File: src/rtl/b4sq_credit_tracker.sv
// rtl/b4sq_credit_tracker.sv - transmit flow-control credit tracker for P/NP/CPL classes
// Ports:
//   i_clk, i_rst_n              clock; asynchronous active-low reset, released on a clock edge
//   i_dl_up                     data-link-up level; low returns the tracker to LINK_DOWN
//   i_fc_init_*                 InitFC from the link partner (type 0=P, 1=NP, 2=CPL)
//   i_fc_upd_*                  UpdateFC from the link partner (same type encoding)
//   i_tx_req/type/dat_cred      transmit request, its class and the data credits it needs
//   o_tx_gnt                    one-cycle grant; credits are consumed on the grant edge
//   o_fc_hdr/dat_infinite[2:0]  per-class infinite-credit flags, indexed by type
//   o_fc_active                 tracker is in ACTIVE
//   o_starve                    a request has been blocked for STARVE_CYC cycles
//   o_type_err                  pulse for a request with the reserved type 3
module b4sq_credit_tracker #(
  parameter int HDR_W      = 8,
  parameter int DAT_W      = 12,
  parameter int STARVE_CYC = 1024
) (
  input  logic             i_clk,
  input  logic             i_rst_n,
  input  logic             i_dl_up,
  input  logic             i_fc_init_valid,
  input  logic [1:0]       i_fc_init_type,
  input  logic [HDR_W-1:0] i_fc_init_hdr,
  input  logic [DAT_W-1:0] i_fc_init_dat,
  input  logic             i_fc_upd_valid,
  input  logic [1:0]       i_fc_upd_type,
  input  logic [HDR_W-1:0] i_fc_upd_hdr,
  input  logic [DAT_W-1:0] i_fc_upd_dat,
  input  logic             i_tx_req,
  input  logic [1:0]       i_tx_type,
  input  logic [DAT_W-1:0] i_tx_dat_cred,
  output logic             o_tx_gnt,
  output logic [2:0]       o_fc_hdr_infinite,
  output logic [2:0]       o_fc_dat_infinite,
  output logic             o_fc_active,
  output logic             o_starve,
  output logic             o_type_err
);

  typedef enum logic [1:0] {
    LINK_DOWN = 2'd0,
    FC_INIT   = 2'd1,
    ACTIVE    = 2'd2
  } state_e;

  localparam logic [HDR_W-1:0] HDR_ONE    = HDR_W'(1);
  localparam logic [HDR_W-1:0] HDR_HALF   = HDR_W'(1) << (HDR_W - 1);
  localparam logic [DAT_W-1:0] DAT_HALF   = DAT_W'(1) << (DAT_W - 1);
  localparam logic [15:0]      STARVE_MAX = 16'(STARVE_CYC);

  // Reset asserts immediately but releases only after two rising edges.
  logic [1:0] rst_sync_q;
  logic       rst_n;

  always_ff @(posedge i_clk or negedge i_rst_n) begin
    if (!i_rst_n) rst_sync_q <= 2'b00;
    else          rst_sync_q <= {rst_sync_q[0], 1'b1};
  end
  assign rst_n = rst_sync_q[1];

  state_e           state_q, state_d;
  logic [HDR_W-1:0] lim_hdr_q [3];
  logic [HDR_W-1:0] lim_hdr_d [3];
  logic [DAT_W-1:0] lim_dat_q [3];
  logic [DAT_W-1:0] lim_dat_d [3];
  logic [HDR_W-1:0] cons_hdr_q [3];
  logic [HDR_W-1:0] cons_hdr_d [3];
  logic [DAT_W-1:0] cons_dat_q [3];
  logic [DAT_W-1:0] cons_dat_d [3];
  logic [2:0]       init_q, init_d;
  logic [2:0]       hdr_inf_q, hdr_inf_d;
  logic [2:0]       dat_inf_q, dat_inf_d;
  logic [15:0]      starve_q, starve_d;
  logic             gnt_q, gnt_d;
  logic             type_err_q, type_err_d;

  // Type 3 is clamped to class 0 for indexing; every use is gated by the *_ok flag.
  logic             tx_ok, init_ok, upd_ok;
  logic [1:0]       tx_cls, init_cls, upd_cls;
  logic [HDR_W-1:0] hdr_rem;
  logic [DAT_W-1:0] dat_rem;
  logic             hdr_av, dat_av;

  assign tx_ok    = (i_tx_type != 2'd3);
  assign init_ok  = (i_fc_init_type != 2'd3);
  assign upd_ok   = (i_fc_upd_type != 2'd3);
  assign tx_cls   = tx_ok   ? i_tx_type      : 2'd0;
  assign init_cls = init_ok ? i_fc_init_type : 2'd0;
  assign upd_cls  = upd_ok  ? i_fc_upd_type  : 2'd0;

  // Credits remaining after this TLP, modulo the counter width; a result in the
  // upper half of the range means the limit has been overrun.
  assign hdr_rem = lim_hdr_q[tx_cls] - (cons_hdr_q[tx_cls] + HDR_ONE);
  assign dat_rem = lim_dat_q[tx_cls] - (cons_dat_q[tx_cls] + i_tx_dat_cred);
  assign hdr_av  = hdr_inf_q[tx_cls] || (hdr_rem <= HDR_HALF);
  assign dat_av  = dat_inf_q[tx_cls] || (i_tx_dat_cred == '0) || (dat_rem <= DAT_HALF);

  always_comb begin
    state_d    = state_q;
    lim_hdr_d  = lim_hdr_q;
    lim_dat_d  = lim_dat_q;
    cons_hdr_d = cons_hdr_q;
    cons_dat_d = cons_dat_q;
    init_d     = init_q;
    hdr_inf_d  = hdr_inf_q;
    dat_inf_d  = dat_inf_q;
    starve_d   = starve_q;
    gnt_d      = 1'b0;
    type_err_d = 1'b0;
    if (!i_dl_up) begin
      state_d    = LINK_DOWN;
      lim_hdr_d  = '{default: '0};
      lim_dat_d  = '{default: '0};
      cons_hdr_d = '{default: '0};
      cons_dat_d = '{default: '0};
      init_d     = 3'b000;
      hdr_inf_d  = 3'b000;
      dat_inf_d  = 3'b000;
      starve_d   = '0;
    end else begin
      case (state_q)
        LINK_DOWN: state_d = FC_INIT;
        FC_INIT: begin
          if (init_q == 3'b111) state_d = ACTIVE;
          if (i_fc_init_valid && init_ok && !init_q[init_cls]) begin
            lim_hdr_d[init_cls] = i_fc_init_hdr;
            lim_dat_d[init_cls] = i_fc_init_dat;
            init_d[init_cls]    = 1'b1;
            hdr_inf_d[init_cls] = (i_fc_init_hdr == '0);
            dat_inf_d[init_cls] = (i_fc_init_dat == '0);
          end
        end
        ACTIVE: begin
          // Availability uses the pre-update limit even when an UpdateFC lands on the same edge.
          gnt_d      = i_tx_req && tx_ok && !gnt_q && hdr_av && dat_av;
          type_err_d = i_tx_req && !tx_ok && !type_err_q;
          if (gnt_d) begin
            if (!hdr_inf_q[tx_cls]) cons_hdr_d[tx_cls] = cons_hdr_q[tx_cls] + HDR_ONE;
            if (!dat_inf_q[tx_cls]) cons_dat_d[tx_cls] = cons_dat_q[tx_cls] + i_tx_dat_cred;
          end
          if (i_fc_upd_valid && upd_ok) begin
            if (!hdr_inf_q[upd_cls]) lim_hdr_d[upd_cls] = i_fc_upd_hdr;
            if (!dat_inf_q[upd_cls]) lim_dat_d[upd_cls] = i_fc_upd_dat;
          end
        end
        default: state_d = LINK_DOWN;
      endcase
      if (!i_tx_req || gnt_d) begin
        starve_d = '0;
      end else if ((state_q == ACTIVE) && !gnt_q && (starve_q != STARVE_MAX)) begin
        starve_d = starve_q + 16'd1;
      end
    end
  end

  always_ff @(posedge i_clk or negedge rst_n) begin
    if (!rst_n) begin
      state_q    <= LINK_DOWN;
      lim_hdr_q  <= '{default: '0};
      lim_dat_q  <= '{default: '0};
      cons_hdr_q <= '{default: '0};
      cons_dat_q <= '{default: '0};
      init_q     <= 3'b000;
      hdr_inf_q  <= 3'b000;
      dat_inf_q  <= 3'b000;
      starve_q   <= '0;
      gnt_q      <= 1'b0;
      type_err_q <= 1'b0;
    end else begin
      state_q    <= state_d;
      lim_hdr_q  <= lim_hdr_d;
      lim_dat_q  <= lim_dat_d;
      cons_hdr_q <= cons_hdr_d;
      cons_dat_q <= cons_dat_d;
      init_q     <= init_d;
      hdr_inf_q  <= hdr_inf_d;
      dat_inf_q  <= dat_inf_d;
      starve_q   <= starve_d;
      gnt_q      <= gnt_d;
      type_err_q <= type_err_d;
    end
  end

  assign o_tx_gnt          = gnt_q;
  assign o_type_err        = type_err_q;
  assign o_fc_hdr_infinite = hdr_inf_q;
  assign o_fc_dat_infinite = dat_inf_q;
  assign o_fc_active       = (state_q == ACTIVE);
  assign o_starve          = (starve_q == STARVE_MAX);

endmodule

File: config.mk
export PLATFORM = sky130hd
export DESIGN_NAME = b4sq_credit_tracker
export DESIGN_NICKNAME = d
export VERILOG_FILES = /design/src/rtl/b4sq_credit_tracker.sv
export SDC_FILE = /design/constraint.sdc
export NUM_CORES = 1
export LEC_CHECK = 0
export BUFFER_PORTS_ARGS = -buffer_cell sky130_fd_sc_hd__buf_2
export CAP_MARGIN = 20
export CORE_AREA = 8 8 188 190
export DETAILED_ROUTE_END_ITERATION = 10
export DIE_AREA = 0 0 196 198
export MAX_ROUTING_LAYER = met4
export PLACE_DENSITY = 0.52
export SYNTH_ARGS = -nofsm -noshare
export SYNTH_HDL_FRONTEND = slang
export SYNTH_SLANG_ARGS = --single-unit
export TNS_END_PERCENT = 100
File: constraint.sdc
create_clock -name i_clk -period 8 [get_ports i_clk]
set_input_delay 2 -clock i_clk [delete_from_list [all_inputs] [get_ports i_clk]]
set_output_delay 2 -clock i_clk [all_outputs]
set_load 0.03 [all_outputs]
==> run_results.csv, run 1 <==
group,metric,value,unit
synthesis,synth.distinct_cells,67,
finish,nFillCells,3339,
route,via_count,7893,
critical_path,worstSetupPathType,"in2reg",
critical_path,crit_required,8310,ps
run,maxCapViolations,0,
global_route,antenna_found_initial,1,
synthesis,syn-cell-area,0.00955,mm2
critical_path,reg2reg_slack,2410,ps
clock_network,cts_hold_buf,0,
sta,timing.final.crit_share,91.7,%
sta,rsz0062_at_grt,"false",
die,design.portCount,74,
critical_path,reg2regPathDepth,25,
placed_design,dpl.hpwl,19.7,mm
route,detail_route.first_pass.iterations,5,
clock_network,root_buffer,"clkbuf_16",
route,routed_wl,28.1,mm
sta,finalSetupViolations,0,
finish,area_growth,14.4,%
critical_path,critPathSlowestCell,"or4_1",
pwr,powerDensity,190,mW/mm2
pwr,ir_drop,0.143,mV
route,drc,0,
placed_design,gp_congestion,0.823,
die,coreArea,0.0322,mm2
synthesis,ys.flop_type,"dfrtp_1",
global_route,grt_util_met3,2.34,%
route,vias_per_cell,5.34,
clock_network,htreeDepth,4,
synthesis,yosysSeqAreaShare,39.5,%
placed_design,placed_area,0.0103,mm2
sta,skew,14.5,ps
synthesis,ys_async_sr_fraction,100,%
finish,stdcell_area,0.0109,mm2
global_route,grt_max_degree,66,
global_route,grt_pass1_vias,7663,
global_route,grt_usage,14.7,%
hold_path,hold_path_class,"reg2async",
global_route,grt_pass1_wl,43.7,mm
critical_path,worstPathMaxFanout,16,
synthesis,ys_ff_latch,151,
route,first_iter_violations,634,
global_route,globalRouteMet1Util,20.1,%
finish,layout-drive-gt1-share,14.5,%
synthesis,synthCells,1003,
clock_network,cts_sinks,151,
clock_network,cts_buffers,17,
synthesis,synth_area_per_cell,9.53,um2
clock_network,cts-resized-gates,0,
critical_path,crit_family,"compound AO/OA/AOI/OAI gates",
clock_network,clock_latency,430,ps
sta,fin_tns_setup,0,ps
clock_network,clock_path_buffers,2,
route,drtAntennaViolNets,0,
clock_network,cts_tree,"done",
die,die_w,196,um
critical_path,crit_path_end_kind,"register",
global_route,grt_util_met2,22.3,%
placed_design,dp_cells,1443,
critical_path,cpPeakStageDelay,450,ps
synthesis,syn-num-nets,1115,
critical_path,crit_arrival,7640,ps
clock_network,post-cts-setup-buffer-count,0,
placed_design,portBuffers,73,
global_route,grt-busiest-layer,"met2",
clock_network,clk_pin_slew,60,ps
outcome,outcome,"completed",
critical_path,worstReg2RegEnd,"starve_q[12]",
die,fp-row-count,66,
sta,worst_slew_pin_slew,1100,ps
sta,finalMaxSlewViolations,0,
route,wl_per_cell,19.0,um
finish,final_nets,1169,
sta,hold_violations,0,
synthesis,synth_edf_count,0,
critical_path,path_buf_inv,6,
pwr,power_leakage,4.55,nW
critical_path,start_kind,"input pin",
die,dieArea,0.0388,mm2
pwr,p_total,2.08,mW
sta,fmax,0.136,GHz
die,dieHeight,198,um
sta,max-slew-margin-rel,26.3,%
die,start_util,29.7,%
critical_path,reg2reg_from,"cons_dat_q[24]",
global_route,grt_overflow,0,
sta,fin_crit,7330,ps
synthesis,ys.warnings.count,0,
finish,final_cells,1479,
## cell usage after synthesis, types with 11 or more instances
| cell | instances | share of area, % |
|---|---|---|
| a21oi_1 | 85 | 4.5 |
| a32oi_1 | 60 | 5.5 |
| and2_1 | 56 | 3.7 |
| and3_1 | 16 | 1.0 |
| clkbuf_1 | 47 | 1.8 |
| dfrtp_1 | 151 | 40 |
| ha_1 | 45 | 5.9 |
| inv_1 | 21 | 0.83 |
| mux2i_1 | 51 | 5.3 |
| nand2_1 | 63 | 2.5 |
| nand3_1 | 11 | 0.58 |
| nor2_1 | 109 | 4.3 |
| nor2b_1 | 14 | 0.92 |
| o21ai_0 | 41 | 2.1 |
| o2bb2ai_1 | 60 | 5.5 |
| xnor2_1 | 18 | 1.7 |
| xor2_1 | 21 | 1.9 |
## layout by cell type, fill, tap and decap left out, types with 14 or more instances in the layout
| master | synthesis | layout |
|---|---|---|
| dfrtp_1 | 151 | 150 |
| nor2_1 | 109 | 109 |
| a21oi_1 | 85 | 85 |
| buf_2 | 1 | 73 |
| nand2_1 | 63 | 63 |
| o2bb2ai_1 | 60 | 60 |
| a32oi_1 | 60 | 60 |
| and2_1 | 56 | 55 |
| mux2i_1 | 51 | 51 |
| ha_1 | 45 | 43 |
| o21ai_0 | 41 | 41 |
| buf_4 | 2 | 23 |
| inv_1 | 21 | 21 |
| xor2_1 | 21 | 21 |
| xnor2_1 | 18 | 18 |
| clkbuf_16 | 0 | 17 |
| and3_1 | 16 | 16 |
| nor2b_1 | 14 | 14 |
## power by group
| group | total [mW] | switching, mW | internal (mW) | leakage [nW] |
|---|---|---|---|---|
| Clock | 0.830 | 0.353 | 0.476 | 0.294 |
| Combinational | 0.412 | 0.259 | 0.153 | 2.26 |
| Sequential | 0.837 | 0.0278 | 0.810 | 1.99 |
## worst max-delay path by stage
stage | start | endpoint | depth (start not counted)
after global placement | i_tx_type[0] | cons_dat_q[24] | 26
after CTS | i_tx_type[0] | cons_dat_q[25] | 26
after detailed placement | i_tx_type[0] | starve_q[10] | 28
final | i_tx_type[0] | starve_q[12] | 28
after global routing | i_tx_type[0] | starve_q[5] | 28
after floorplan | i_tx_type[1] | cons_dat_q[22] | 29
## logic make-up after synthesis
| kind of cell | after synthesis | synth area share, % |
|---|---|---|
| adders and majority gates | 48 | 6.52 |
| buffers and inverters | 84 | 3.98 |
| and+or+nand+nor | 326 | 18.0 |
| AOI/OAI and AO/OA | 303 | 23.0 |
| muxes | 51 | 5.34 |
| other | 1 | 0.0392 |
| xor gates and xnor gates | 39 | 3.58 |
| DFF | 151 | 39.5 |
## layer usage
metal	wire [um]	share of wire (%)
met2	13000	46
met4	441	1.6
met3	1220	4.3
met5	0	0
met1	13500	48
## state kept, by name, indices dropped and copies added, names as in the netlist
signal	flops
rst_sync_q	2
o_type_err	1
o_fc_dat_infinite	3
cons_dat_q	36
o_fc_hdr_infinite	3
lim_hdr_q	24
starve_q	16
lim_dat_q	36
state_q	2
o_tx_gnt	1
cons_hdr_q	24
init_q	3
## cell type report
class / count / area, um2 / area share [%]
inverters: 23 / 86.3 / 0.790
well taps: 408 / 510 / 4.67
repair buffers: 96 / 538 / 4.92
diodes: 1 / 2.50 / 0.0229
clock inverters: 14 / 163 / 1.49
multi-input cells: 768 / 5410 / 49.5
clock buffers: 18 / 439 / 4.02
flip-flops and latches: 151 / 3780 / 34.6
## stage by stage
step | hold WS (ps) | setup slack, ps | utilization, %
after floorplan | 331 | 79.8 | -
after global placement | 331 | 338 | 32.0
after detailed placement | 336 | 234 | 32.0
after CTS | 351 | 664 | 33.9
after global routing | 359 | 197 | 33.9
final | 333 | 666 | 33.9
Power figures use the tool's default switching activity.
==> run 2, diff against run 1 <==
--- a/config.mk
+++ b/config.mk
@@ -7,11 +7,12 @@
 export LEC_CHECK = 0
 export BUFFER_PORTS_ARGS = -buffer_cell sky130_fd_sc_hd__buf_2
 export CAP_MARGIN = 20
-export CORE_AREA = 8 8 188 190
+export CORE_AREA = 8 8 131 133
 export DETAILED_ROUTE_END_ITERATION = 10
-export DIE_AREA = 0 0 196 198
+export DIE_AREA = 0 0 139 141
 export MAX_ROUTING_LAYER = met4
-export PLACE_DENSITY = 0.52
+export PLACE_DENSITY = 0.91
+export REMOVE_ABC_BUFFERS = 1
 export SYNTH_ARGS = -nofsm -noshare
 export SYNTH_HDL_FRONTEND = slang
 export SYNTH_SLANG_ARGS = --single-unit
==> run_results.csv, run 2 (synthesized netlist as in run 1, its figures left out) <==
group,metric,value,unit
outcome,outcome,"completed",
pwr,pwr-share-seq,39.2,%
clock_network,cts_buffers,17,
hold_path,hold_path_class,"reg2reg",
placed_design,gp_congestion,1.06,
critical_path,start_kind,"input pin",
global_route,grt_usage,27.3,%
pwr,powerDensity,201,mW/mm2
die,dieArea,0.0196,mm2
critical_path,crit_arrival,7860,ps
pwr,p_int,1.53,mW
pwr,p_total,2.15,mW
pwr,ir_drop,0.181,mV
critical_path,cpPeakStageDelay,430,ps
clock_network,cts_hold_buf,0,
clock_network,clock_latency,440,ps
route,drtAntennaViolNets,0,
die,fp-row-count,45,
finish,area_growth,12.0,%
die,die_w,139,um
critical_path,critPathSlowestCell,"or4_1",
finish,layout-drive-gt1-share,14.0,%
die,start_util,63.8,%
clock_network,htreeDepth,4,
run,maxCapViolations,0,
critical_path,setup.worst_path.start,"i_tx_type[0]",
finish,utilization,71.4,%
hold_path,hold_start,"rst_sync_q[0]",
route,wl_per_cell,20.9,um
critical_path,crit_path_end_kind,"register",
critical_path,worstPathMaxFanout,12,
route,routed_wl,26.2,mm
die,dieHeight,141,um
finish,final_cell_mix,"dfrtp_1 (150), nor2_1 (109), a21oi_1 (85)",
route,detail_route.first_pass.iterations,6,
route,first_iter_violations,996,
finish,final_common_cell,"dfrtp_1",
route,drc,0,
global_route,grt_max_degree,84,
global_route,grt_overflow,0,
pwr,power_frac_comb,19.7,%
clock_network,clk_pin_slew,60,ps
sta,worst_slew_pin_slew,1100,ps
sta,finalMaxSlewViolations,0,
global_route,grt_pass1_wl,42.7,mm
placed_design,portBuffers,73,
sta,rsz0062_at_grt,"false",
critical_path,crit_required,8320,ps
clock_network,clock_path_buffers,2,
pwr,power_switching_share,29.0,%
critical_path,reg2reg_from,"cons_dat_q[24]",
global_route,grt_pass1_vias,8569,
sta,max-slew-margin-rel,26.4,%
sta,fmax,0.133,GHz
sta,finalSetupViolations,0,
global_route,antenna_found_initial,2,
pwr,net-switching-power,0.624,mW
finish,final_nets,1167,
clock_network,root_buffer,"clkbuf_16",
sta,fin_crit,7550,ps
route,vias_per_cell,6.80,
route,via_count,8553,
pwr,clockPowerShare,41.1,%
sta,hold_violations,0,
clock_network,cts_tree,"done",
pwr,power_leakage,4.55,nW
sta,skew,8.90,ps
die,coreArea,0.0150,mm2
finish,top_regs,"cons_dat_q (36), lim_dat_q (36)",
clock_network,cts_sinks,151,
placed_design,dpl.hpwl,17.4,mm
critical_path,worstSetupPathType,"in2reg",
die,design.portCount,74,
sta,timing.final.crit_share,94.3,%
## run 2: cell types whose count changed in the layout (fill, tap and decap cells not counted), sizes merged
cell	change
buf	-2
bufinv	+3
clkbuf	+2
clkinv	-3
clkinvlp	+3
diode	+1
inv	-5
## run 2: final timing paths
check | depth (start not counted) | slack, ps | to
hold / removal | 0 | 350 | rst_sync_q[1]
min in group asynchronous | 0 | 450 | lim_hdr_q[16]
hold reg to reg | 0 | 350 | rst_sync_q[1]
setup / recovery | 26 | 450 | cons_dat_q[10]
setup reg to reg | 23 | 2230 | cons_dat_q[10]
max in group asynchronous | 1 | 6000 | cons_hdr_q[21]
## run 2: cell type report
type / instances / area (um2)
timing repair buffer: 94 / 523
sequential: 151 / 3780
clock buffer: 20 / 447
antenna: 2 / 5.00
inverter: 23 / 86.3
tap: 188 / 235
clock inverter: 12 / 199
multi-input combinational: 768 / 5420
fill: 1052 / 4280
## run 2: routing by layer
| metal | GRT usage, % | share of wire [%] | up-vias |
|---|---|---|---|
| met5 | - | 0 | - |
| li1 | - | - | 3821 |
| met1 | 32.9 | 41 | 4188 |
| met2 | 44.5 | 48 | 460 |
| met3 | 5.20 | 7.8 | 84 |
| met4 | 11.6 | 3.1 | 0 |
## run 2: repair_timing
action                     4_1_cts  5_1_grt
setup buffers                    0        3
gates resized for setup          0        2
setup endpoints to repair        0       35
## run 2: worst max-delay path, delay by kind of cell
family	cells	cell delay, ps
AO/OA/AOI/OAI	13	2810
XOR/XNOR	1	240
adder cells (fa/ha/maj)	4	1290
buffers and inverters	4	360
multiplexers	1	200
AND/OR/NAND/NOR	3	960
## run 2: power groups by stage
stage / clock network, mW / logic [mW] / registers [mW]
finish: 0.885 / 0.425 / 0.844
global route: 0.915 / 0.460 / 0.849
floorplan: 0 / 0.271 / 0.853
CTS: 0.888 / 0.395 / 0.843
detailed placement: 0 / 0.390 / 0.856
global placement: 0 / 0.377 / 0.853
## run 2: metrics by stage
step                      area, um2  setup TNS (ps)  hold slack (ps)  instances  setup WS (ps)
final                         10700               0              354       1258            454
after global routing          10700               0              356       1258           20.8
after CTS                     10600               0              356       1251            509
after detailed placement       9990               0              341       1219           75.1
after global placement         9990               0              335       1219            256
after floorplan                9260         -106820              331        942          -1560
==> run 3, diff against run 2 <==
--- a/config.mk
+++ b/config.mk
@@ -7,9 +7,9 @@
 export LEC_CHECK = 0
 export BUFFER_PORTS_ARGS = -buffer_cell sky130_fd_sc_hd__buf_2
 export CAP_MARGIN = 20
-export CORE_AREA = 8 8 131 133
+export CORE_AREA = 8 8 112 155
 export DETAILED_ROUTE_END_ITERATION = 10
-export DIE_AREA = 0 0 139 141
+export DIE_AREA = 0 0 120 163
 export MAX_ROUTING_LAYER = met4
 export PLACE_DENSITY = 0.91
 export REMOVE_ABC_BUFFERS = 1
==> run_results.csv, run 3 (synthesized netlist as in run 1, its figures left out) <==
group,metric,value,unit
outcome,outcome,"completed",
critical_path,reg2reg_slack,2140,ps
hold_path,whs_path_depth,0,
clock_network,cts_tree,"done",
critical_path,crit_arrival,7950,ps
critical_path,worstPathMaxFanout,12,
die,die_w,120,um
global_route,grt_max_degree,82,
pwr,powerDensity,201,mW/mm2
critical_path,worstSetupPathType,"in2reg",
die,coreArea,0.0149,mm2
run,maxCapViolations,0,
finish,stdcell_area,0.0107,mm2
route,routed_wl,25.9,mm
global_route,grt_overflow,0,
clock_network,post-cts-setup-buffer-count,0,
placed_design,placed_area,0.0100,mm2
sta,max-slew-margin-rel,27.9,%
finish,final_cell_mix,"dfrtp_1 (150), nor2_1 (109), a21oi_1 (85)",
hold_path,holdPathEnd,"rst_sync_q[1]",
clock_network,cts_buffers,17,
hold_path,hold_start,"rst_sync_q[0]",
critical_path,reg2regPathDepth,23,
placed_design,gp_congestion,0.962,
route,first_iter_violations,845,
clock_network,htreeDepth,4,
critical_path,worstReg2RegEnd,"cons_dat_q[24]",
sta,timing.final.crit_share,95.3,%
route,vias_per_cell,6.75,
sta,rsz0062_at_grt,"false",
clock_network,clock_path_buffers,2,
sta,hold_violations,0,
route,detail_route.first_pass.iterations,5,
placed_design,dpl.hpwl,17.6,mm
placed_design,portBuffers,73,
critical_path,reg2reg_from,"cons_dat_q[0]",
sta,fmax,0.131,GHz
clock_network,clock_latency,440,ps
die,design.portCount,74,
global_route,grt_pass1_wl,41.9,mm
finish,final_common_cell,"dfrtp_1",
die,start_util,64.0,%
route,via_count,8487,
route,drc,0,
global_route,antenna_found_initial,0,
route,drtAntennaViolNets,0,
critical_path,cpPeakStageDelay,430,ps
critical_path,path_buf_inv,4,
critical_path,start_kind,"input pin",
critical_path,crit_path_end_kind,"register",
finish,layout-drive-gt1-share,14.1,%
sta,worst_slew_pin_slew,1080,ps
route,route.met2.wl,12.6,mm
critical_path,critPathSlowestCell,"or4_1",
clock_network,cts_sinks,151,
sta,skew,8.09,ps
sta,finalSetupViolations,0,
sta,fin_crit,7630,ps
route,wl_met3,1.86,mm
clock_network,root_buffer,"clkbuf_16",
finish,final_nets,1164,
route,wl_per_cell,20.6,um
finish,utilization,71.8,%
finish,nFillCells,1063,
critical_path,cp_num_cells,26,
die,dieHeight,163,um
critical_path,setup.worst_path.start,"i_tx_type[0]",
critical_path,crit_required,8320,ps
pwr,ir_drop,0.152,mV
finish,antenna_cells,0,
global_route,grt_usage,27.6,%
die,fp-row-count,53,
sta,finalMaxSlewViolations,0,
finish,top_regs,"cons_dat_q (36), lim_dat_q (36)",
route,wl_met1,9.85,mm
global_route,grt_pass1_vias,8622,
die,dieArea,0.0196,mm2
clock_network,cts_hold_buf,0,
route,highest_layer,"met4",
clock_network,clk_pin_slew,60,ps
pwr,power_leakage,4.56,nW
critical_path,crit_family,"compound AO/OA/AOI/OAI gates",
finish,area_growth,12.1,%
hold_path,hold_path_class,"reg2reg",
[run 3: cell count changes in the layout (fill, tap and decap cells not counted), sizes merged]
cell | previous run | this run
buf | 94 | 91
clkbuf | 20 | 18
clkinv | 3 | 6
clkinvlp | 4 | 2
diode | 2 | 0
inv | 23 | 24
[run 3: through the flow]
step                instances  setup TNS [ps]  power [mW]  worst slack (ps)  hold slack, ps
detailed placement       1222           -82.2        1.25             -24.3             340
floorplan                 942         -106820        1.12             -1560             331
global route             1257               0        2.23              5.14             378
global placement         1222               0        1.24               178             338
finish                   1257               0        2.15               372             355
CTS                      1254               0        2.14               384             358
[run 3: timing repair]
| item | CTS | global route |
|---|---|---|
| hold endpoints to repair | 0 | 0 |
| resized for setup | 0 | 1 |
| setup endpoints to repair | 0 | 16 |
[run 3: how the worst max path moves through the flow]
stage,endpoint,slack [ps]
2_1_floorplan,cons_dat_q[0],-1560
3_3_place_gp,starve_q[0],180
3_5_place_dp,starve_q[11],-20
4_1_cts,starve_q[0],380
5_1_grt,cons_dat_q[34],5
6_report,cons_dat_q[24],370
[run 3: area by class of cell]
cell class,count,area (um2),area share (%)
timing repair buffer,91,533,4.98
multi-input combinational,768,5410,50.5
clock inverter,14,223,2.08
tap,192,240,2.24
sequential,151,3780,35.3
clock buffer,18,439,4.10
inverter,23,86.3,0.806
[run 3: power by group]
part,switching (mW),leakage (nW),internal (mW)
combinational,0.255,2.25,0.157
clock,0.333,0.317,0.564
sequential,0.0334,1.99,0.810
[run 3: per-layer routing]
metal | vias to the layer above | track usage, %
met3 | 143 | 5.90
met5 | - | -
met4 | 0 | 18.5
met2 | 424 | 44.7
met1 | 4100 | 30.2
li1 | 3820 | -
